### src/rtl/mat_stream_reader.sv
// Frame read sequencer: walks a rows x cols window of the Mats RAM and streams pixels over valid/ready.
// Optional MAT_READER_EOL_EN adds a per-pixel end-of-row tag (m_eol).
module mat_stream_reader #(
  parameter int ADDR_WITH = 8,
  parameter int DATA_W    = 8
) (
  input  logic                 clk,
  input  logic                 rst,
  input  logic                 start,
  input  logic [ADDR_WITH-1:0] base_addr,
  input  logic [7:0]           cols,
  input  logic [7:0]           rows,
  output logic                 busy,
  output logic                 done,
  output logic [ADDR_WITH-1:0] mem_addr,
  output logic                 mem_oe,
  output logic                 mem_we,
  input  logic [DATA_W-1:0]    mem_rd_q,
  output logic [DATA_W-1:0]    m_data,
  output logic                 m_valid,
  input  logic                 m_ready,
  output logic                 m_last
`ifdef MAT_READER_EOL_EN
  , output logic               m_eol
`endif
);

  typedef enum logic [1:0] {IDLE, RUN, DRAIN, DONE} state_t;

  state_t                 state_q, state_d;
  logic [ADDR_WITH-1:0]   cursor_q, cursor_d;
  logic [15:0]            issuedCnt_q, issuedCnt_d;
  logic [15:0]            totalPix_q, totalPix_d;
  logic                   inFlight_q, inFlight_d;
  logic                   inFlightLast_q, inFlightLast_d;
  logic [1:0]             fifoOcc_q, fifoOcc_d;
  logic [DATA_W-1:0]      headData_q, headData_d, tailData_q, tailData_d;
  logic                   headLast_q, headLast_d, tailLast_q, tailLast_d;
  logic                   issue, issueLast, push, pop, slotFree;
`ifdef MAT_READER_EOL_EN
  logic [7:0]             colsLat_q, colsLat_d, colCnt_q, colCnt_d;
  logic                   inFlightEol_q, inFlightEol_d;
  logic                   headEol_q, headEol_d, tailEol_q, tailEol_d;
  logic                   issueEol;
`endif

  assign m_valid  = (fifoOcc_q != 2'd0);
  assign pop      = m_valid & m_ready;
  assign push     = inFlight_q;
  assign slotFree = (({1'b0, fifoOcc_q} + {2'b00, inFlight_q}) < 3'd2) || pop;
  assign m_data   = headData_q;
  assign m_last   = m_valid & headLast_q;
  assign mem_oe   = issue;
  assign mem_addr = cursor_q;
  assign mem_we   = 1'b0;
`ifdef MAT_READER_EOL_EN
  assign m_eol    = m_valid & headEol_q;
`endif

  always_comb begin
    state_d     = state_q;
    cursor_d    = cursor_q;
    issuedCnt_d = issuedCnt_q;
    totalPix_d  = totalPix_q;
    issue       = 1'b0;
    issueLast   = 1'b0;
    busy        = (state_q != IDLE);
    done        = (state_q == DONE);
`ifdef MAT_READER_EOL_EN
    colsLat_d   = colsLat_q;
    colCnt_d    = colCnt_q;
    issueEol    = 1'b0;
`endif
    case (state_q)
      IDLE: begin
        if (start) begin
          cursor_d    = base_addr;
          issuedCnt_d = 16'd0;
          totalPix_d  = {8'd0, rows} * {8'd0, cols};
          state_d     = RUN;
`ifdef MAT_READER_EOL_EN
          colsLat_d   = cols;
          colCnt_d    = 8'd0;
`endif
        end
      end
      // An empty frame spends one cycle in RUN without reading, so done lands two cycles after start.
      RUN: begin
        if (totalPix_q == 16'd0) begin
          state_d = DONE;
        end else if (slotFree) begin
          issue       = 1'b1;
          issueLast   = (issuedCnt_q == totalPix_q - 16'd1);
          cursor_d    = cursor_q + ADDR_WITH'(1);
          issuedCnt_d = issuedCnt_q + 16'd1;
          if (issueLast) state_d = DRAIN;
`ifdef MAT_READER_EOL_EN
          issueEol = (colCnt_q == colsLat_q - 8'd1);
          colCnt_d = issueEol ? 8'd0 : colCnt_q + 8'd1;
`endif
        end
      end
      DRAIN: begin
        if (pop && headLast_q && fifoOcc_q == 2'd1 && !inFlight_q) state_d = DONE;
      end
      DONE:    state_d = IDLE;
      default: state_d = IDLE;
    endcase
  end

  always_comb begin
    inFlight_d     = issue;
    inFlightLast_d = issueLast;
    fifoOcc_d      = fifoOcc_q;
    headData_d     = headData_q;
    tailData_d     = tailData_q;
    headLast_d     = headLast_q;
    tailLast_d     = tailLast_q;
`ifdef MAT_READER_EOL_EN
    inFlightEol_d  = issueEol;
    headEol_d      = headEol_q;
    tailEol_d      = tailEol_q;
`endif
    case ({push, pop})
      2'b10: begin
        fifoOcc_d = fifoOcc_q + 2'd1;
        if (fifoOcc_q == 2'd0) begin
          headData_d = mem_rd_q;
          headLast_d = inFlightLast_q;
`ifdef MAT_READER_EOL_EN
          headEol_d  = inFlightEol_q;
`endif
        end else begin
          tailData_d = mem_rd_q;
          tailLast_d = inFlightLast_q;
`ifdef MAT_READER_EOL_EN
          tailEol_d  = inFlightEol_q;
`endif
        end
      end
      2'b01: begin
        fifoOcc_d  = fifoOcc_q - 2'd1;
        headData_d = tailData_q;
        headLast_d = tailLast_q;
`ifdef MAT_READER_EOL_EN
        headEol_d  = tailEol_q;
`endif
      end
      // Simultaneous push and pop: the incoming pixel lands behind whatever remains.
      2'b11: begin
        if (fifoOcc_q == 2'd1) begin
          headData_d = mem_rd_q;
          headLast_d = inFlightLast_q;
`ifdef MAT_READER_EOL_EN
          headEol_d  = inFlightEol_q;
`endif
        end else begin
          headData_d = tailData_q;
          headLast_d = tailLast_q;
          tailData_d = mem_rd_q;
          tailLast_d = inFlightLast_q;
`ifdef MAT_READER_EOL_EN
          headEol_d  = tailEol_q;
          tailEol_d  = inFlightEol_q;
`endif
        end
      end
      default: ;
    endcase
  end

  always_ff @(posedge clk) begin
    if (rst) begin
      state_q        <= IDLE;
      cursor_q       <= '0;
      issuedCnt_q    <= '0;
      totalPix_q     <= '0;
      inFlight_q     <= 1'b0;
      inFlightLast_q <= 1'b0;
      fifoOcc_q      <= '0;
      headData_q     <= '0;
      tailData_q     <= '0;
      headLast_q     <= 1'b0;
      tailLast_q     <= 1'b0;
`ifdef MAT_READER_EOL_EN
      colsLat_q      <= '0;
      colCnt_q       <= '0;
      inFlightEol_q  <= 1'b0;
      headEol_q      <= 1'b0;
      tailEol_q      <= 1'b0;
`endif
    end else begin
      state_q        <= state_d;
      cursor_q       <= cursor_d;
      issuedCnt_q    <= issuedCnt_d;
      totalPix_q     <= totalPix_d;
      inFlight_q     <= inFlight_d;
      inFlightLast_q <= inFlightLast_d;
      fifoOcc_q      <= fifoOcc_d;
      headData_q     <= headData_d;
      tailData_q     <= tailData_d;
      headLast_q     <= headLast_d;
      tailLast_q     <= tailLast_d;
`ifdef MAT_READER_EOL_EN
      colsLat_q      <= colsLat_d;
      colCnt_q       <= colCnt_d;
      inFlightEol_q  <= inFlightEol_d;
      headEol_q      <= headEol_d;
      tailEol_q      <= tailEol_d;
`endif
    end
  end

  // The credit scheme must never let a returning pixel hit a full FIFO.
  always_ff @(posedge clk) begin
    if (!rst && push && !pop) assert (fifoOcc_q != 2'd2);
  end

endmodule

### config.mk
export PLATFORM = sky130hd
export DESIGN_NAME = mat_stream_reader
export DESIGN_NICKNAME = d
export VERILOG_FILES = /design/src/rtl/mat_stream_reader.sv
export SDC_FILE = /design/constraint.sdc
export NUM_CORES = 1
export LEC_CHECK = 0
export ABC_CLOCK_PERIOD_IN_PS = 5700
export BUFFER_PORTS_ARGS = -buffer_cell sky130_fd_sc_hd__buf_2
export CAP_MARGIN = 40
export CORE_ASPECT_RATIO = 1.25
export CORE_MARGIN = 10
export CORE_UTILIZATION = 60
export DETAILED_ROUTE_END_ITERATION = 8
export PLACE_DENSITY = 0.81
export SETUP_SLACK_MARGIN = 0.1
export SLEW_MARGIN = 20
export SYNTH_ARGS = -nofsm -noshare
export SYNTH_HDL_FRONTEND = slang
export SYNTH_SLANG_ARGS = --single-unit
### constraint.sdc
create_clock -name clk -period 5.7 [get_ports clk]
set_input_delay 1.425 -clock clk [delete_from_list [all_inputs] [get_ports clk]]
set_output_delay 1.425 -clock clk [all_outputs]
set_load 0.02 [all_outputs]
# ---- After elaboration in Yosys (flattened, before gate mapping)
# Cells that the tools add are included.
dict set report op_classes {
  addsub 6
  n_mul 1
  magnitude_cmp 1
  eq_ne 17
  n_mux 30
  bitwise 4
  n_reduce_logical 20
}
# op count
set op_table {}
lappend op_table {{$mux 8} 7}
lappend op_table {{$mux 16} 3}
lappend op_table {{$pmux 16 s2} 1}
lappend op_table {{$pmux 8 s2} 2}
lappend op_table {{$pmux 8 s3} 1}
lappend op_table {{$add 16x1->16 const B} 1}
lappend op_table {{$eq 16x16->1} 1}
lappend op_table {{$logic_not 16->1} 1}
lappend op_table {{$mul 8x8->16} 1}
lappend op_table {{$sub 16x1->16 const B} 1}
lappend op_table {{$ne 2x2->1 const B} 7}
lappend op_table {{$mux 2} 5}
lappend op_table {{$reduce_bool 2->1} 5}
lappend op_table {{$add 8x1->8 const B} 1}
lappend op_table {{$eq 2x2->1 const B} 4}
lappend op_table {{$pmux 2 s4} 1}
lappend op_table {{$reduce_and 4->1} 2}
lappend op_table {{$mux 1} 7}
lappend op_table {{$eq 2x1->1 const B} 3}
lappend op_table {{$ne 3x3->1 const B} 2}
lappend op_table {{$logic_not 2->1} 2}
lappend op_table {{$pmux 2 s2} 1}
lappend op_table {{$reduce_and 2->1} 2}
lappend op_table {{$reduce_or 4->1} 1}
lappend op_table {{other kinds (13)} 17}
dict set report word_totals {
  reg_bits 64
  inputBits 36
  out_inout_bits 22
  wordCells 90
}

# ---- Depth between registers and ports, before layout
dict set report depth {
  word_depth 7
  depth_mapped 17
  ltp_nobuf 17
}

# ---- Least setup slack after synthesis
# Ideal clock, no wire load.
dict set report synth_timing {
  path_kind {in2reg}
  from {in rows[1]}
  to {reg totalPix_q[14]}
  setup_ns 0.087
  arrival_time_ns 5.078
  t_required_ns 5.613
  setup_slack_ns 0.535
  cell_stages 14
  n_path_buf 0
  cell_sequence {and2_1 fa_1 fa_1 fa_1 inv_1 fa_1 inv_1 ha_1 a21oi_1 o21ai_0 a211oi_1 a211oi_1 xnor2_1 o31ai_1}
}
dict set report synth_between {
  elab_chain_len 1
}
# element line_no
set synth_rtl {}
lappend synth_rtl {{start, declared} 12} ;# input logic [7:0] rows,
lappend synth_rtl {{$mul 8x8->16} 79} ;# totalPix_d = {8'd0, rows} * {8'd0, cols};
lappend synth_rtl {{end signal, assigned} 196} ;# totalPix_q <= totalPix_d;
lappend synth_rtl {{end, declared} 33} ;# logic [15:0] totalPix_q, totalPix_d;
# Every way passes these cells.
# A chain may end at the register's enable or synchronous reset.

# ---- Final worst setup path
dict set report layout_timing {
  from {in rows[0]}
  to {reg totalPix_q[15]}
}
# The elaborated chain is that of the path after synthesis.

==> flow_summary.toml <==
[outcome]
status = "finished clean"

[worst_setup_path]
r2r-end = "mem_addr[2]"
worstPathArrival_ns = 5.41
cp_max_fo = 8
crit_required_ns = 5.94
startpoint_type = "input pin"
worstSetupPathType = "input pin to flop"
reg2reg_depth = 10
r2r_slack_ns = 3.02
crit_path_end_kind = "flop"
timing.rr.start = "fifoOcc_q[0]"

[power]
peakVddDrop_mv = 0.203
p_leak_nw = 2.97
p_int_mw = 1.61
swShare_pct = 45.1
powerDensity_mw_per_mm2 = 465
seq_power_share_pct = 23.9
p_sw_mw = 1.32
power_frac_clock_pct = 20.0
power_frac_comb_pct = 56.1
total_power_mw = 2.94

[timing]
finalSetupViolCount = 0
slew_violations = 0
final.period_utilization_pct = 90.8
fin_skew_ns = 0.00990
hold_violations = 0
rsz0062_at_grt = "no"
worst_pin_slew_ns = 0.694
min_period_ns = 5.18
fmax_ghz = 0.193
setup_tns_ns = 0
max_slew_margin_pct = 53.7

[route]
dr.pass1.iters = 7
viasPerCell = 5.63
drt-wirelength-per-cell_um = 15.1
drt_wl_total_um = 12700
num_vias = 4767
drc = 0
drt_iter0_drc = 214
antenna_left = 0

[cts]
cts_buffers = 9
postCtsResizedCells = 0
tritoncts = "built"
cts_setup_buffers = 0
clk_pin_slew_ns = 0.06
clkSinkCount = 64
cts-root-buf = "clkbuf_16"
cts_max_level = 3
clkLatencyLatePin_ns = 0.33
cts_max_path_buffers = 2
hold_buffers = 0

[floorplan]
fp.dieW_um = 107
die_h_um = 128
initial_core_util_pct = 61.5
ios = 58
num_rows = 39
coreArea_mm2 = 0.00913
dieArea_mm2 = 0.0136

[global_route]
grt_util_all_layers_pct = 18.9
grt_pass1_vias = 4953
grt_antenna_before_repair = 0
grt_max_degree = 36
grt_pass1_wl_um = 21900
overflow = 0

[min_path]
hp-start = "m_data[7]"
hold_depth = 2
hold_class = "flop to flop"
min_to = "m_data[7]"

[final_layout]
nNetsFinal = 838
synthToLayoutAreaGrowth_pct = 12.4
insertedDiodeCount = 0
nFillCells = 744
design_area_mm2 = 0.00631
drive_gt1_share_pct = 13.0

[logic_synthesis]
synth_top_area_cell = "dfxtp_1"
ys_types = 62
synth_edf_count = 0
syn-instance-count = 671
synth_flop_cell = "dfxtp_1"
synth_top_area_share_pct = 22.8
synth_seq_cells = 64
synthArstFlopShare_pct = 0
syn_nets = 791
synth_area_leaders = "dfxtp_1 23%, fa_1 13%, ha_1 11%"
synthTopCellsByCount = "66 x inv_1, 66 x nand2_1, 66 x nor2_1"
ys_seq_area_share_pct = 22.8
syn_avg_cell_area_um2 = 8.36
synth_warnings = 0
syn_area_mm2 = 0.00561

[place]
globalplace.congestion = 0.905
post_dp_cell_area_mm2 = 0.00599
dp_hpwl_um = 10000
portBuffers = 56

[flow_run]
drv_cap = 0
per-layer routing:
metal / GRT usage (%) / share of wire (%) / routed length [um]
met4: 6.86 / 2.4 / 308
met5: 0 / 0 / 0
met3: 3.12 / 3.1 / 393
met1: 20.5 / 42 / 5300
met2: 35.8 / 53 / 6750
area by class of cell:
| class | count | area (um^2) | share of cell area [%] |
|---|---|---|---|
| clock buffer | 9 | 225 | 3.57 |
| clock inverter | 7 | 95.1 | 1.51 |
| inverter | 67 | 251 | 3.98 |
| multi-input combinational | 516 | 3970 | 62.9 |
| sequential | 64 | 1280 | 20.3 |
| tap | 123 | 154 | 2.44 |
| timing repair buffer | 60 | 334 | 5.29 |
layout by cell type, fill, tap and decap left out, drive strengths merged, types with 15 or more instances in the layout:
| master | netlist | layout |
|---|---|---|
| nor2 | 67 | 67 |
| o21ai | 16 | 16 |
| nand2 | 67 | 67 |
| dfxtp | 64 | 64 |
| buf | 6 | 60 |
| and2 | 51 | 51 |
| ha | 48 | 48 |
| a22oi | 15 | 15 |
| a211oi | 17 | 17 |
| fa | 36 | 36 |
| inv | 66 | 67 |
| xor2 | 28 | 28 |
| a21oi | 32 | 32 |
worst max path at each step:
stage | start | endpoint | slack, ns | cells past startpoint
global placement | rows[1] | totalPix_q[14] | 0.26 | 15
detailed placement | rows[0] | totalPix_q[15] | 0.17 | 17
finish | rows[0] | totalPix_q[15] | 0.52 | 17
CTS | rows[0] | totalPix_q[15] | 0.51 | 17
floorplan | rows[1] | totalPix_q[14] | 0.54 | 14
global route | cols[7] | totalPix_q[15] | 0.27 | 17
per-stage QoR:
step,cells,worst slack [ns],hold slack (ns),utilization [%]
final,846,0.523,0.496,69.2
after CTS,846,0.506,0.503,69.2
after floorplan,671,0.535,0.461,-
after detailed placement,830,0.170,0.489,65.7
after global placement,826,0.263,0.476,65.1
after global routing,846,0.265,0.526,69.2
critical path, cell delays in order:
cell and delay (ns):
buf_2 0.16, nand2_1 0.10, fa_1 0.51, fa_1 0.54
inv_1 0.05, fa_1 0.52, inv_1 0.06, fa_1 0.53
inv_1 0.04, ha_1 0.33, o21ai_0 0.10, a21oi_1 0.22
o211ai_1 0.15, a21oi_1 0.20, o22ai_1 0.11, and3_1 0.17
nor4_1 0.21
flip-flops by register name (all words and copies together), names as in the netlist, 2 cells and up:
signal / flops
issuedCnt_q: 16
totalPix_q: 16
m_data: 8
mem_addr: 8
tailData_q: 8
fifoOcc_q: 2
state_q: 2
power by group through the flow:
stage	sequential, mW	combinational (mW)	clock [mW]
after floorplan	0.730	1.24	0
after global placement	0.697	1.55	0
after detailed placement	0.707	1.64	0
after CTS	0.699	1.66	0.592
after global routing	0.719	1.86	0.610
final	0.701	1.65	0.588
cells by family (layout without fill, tap and decap cells):
| group | after synthesis | count (layout) | synth area share (%) |
|---|---|---|---|
| simple gates | 270 | 270 | 25.2 |
| compound gates | 106 | 106 | 13.1 |
| buf+inv | 91 | 143 | 6.44 |
| fa+ha+maj | 84 | 84 | 23.5 |
| flops | 64 | 64 | 22.8 |
| xor+xnor | 42 | 42 | 6.55 |
| mux | 13 | 13 | 2.32 |
| other cells | 1 | 1 | 0.0668 |
Note: power is estimated with default switching activity, not from simulation.
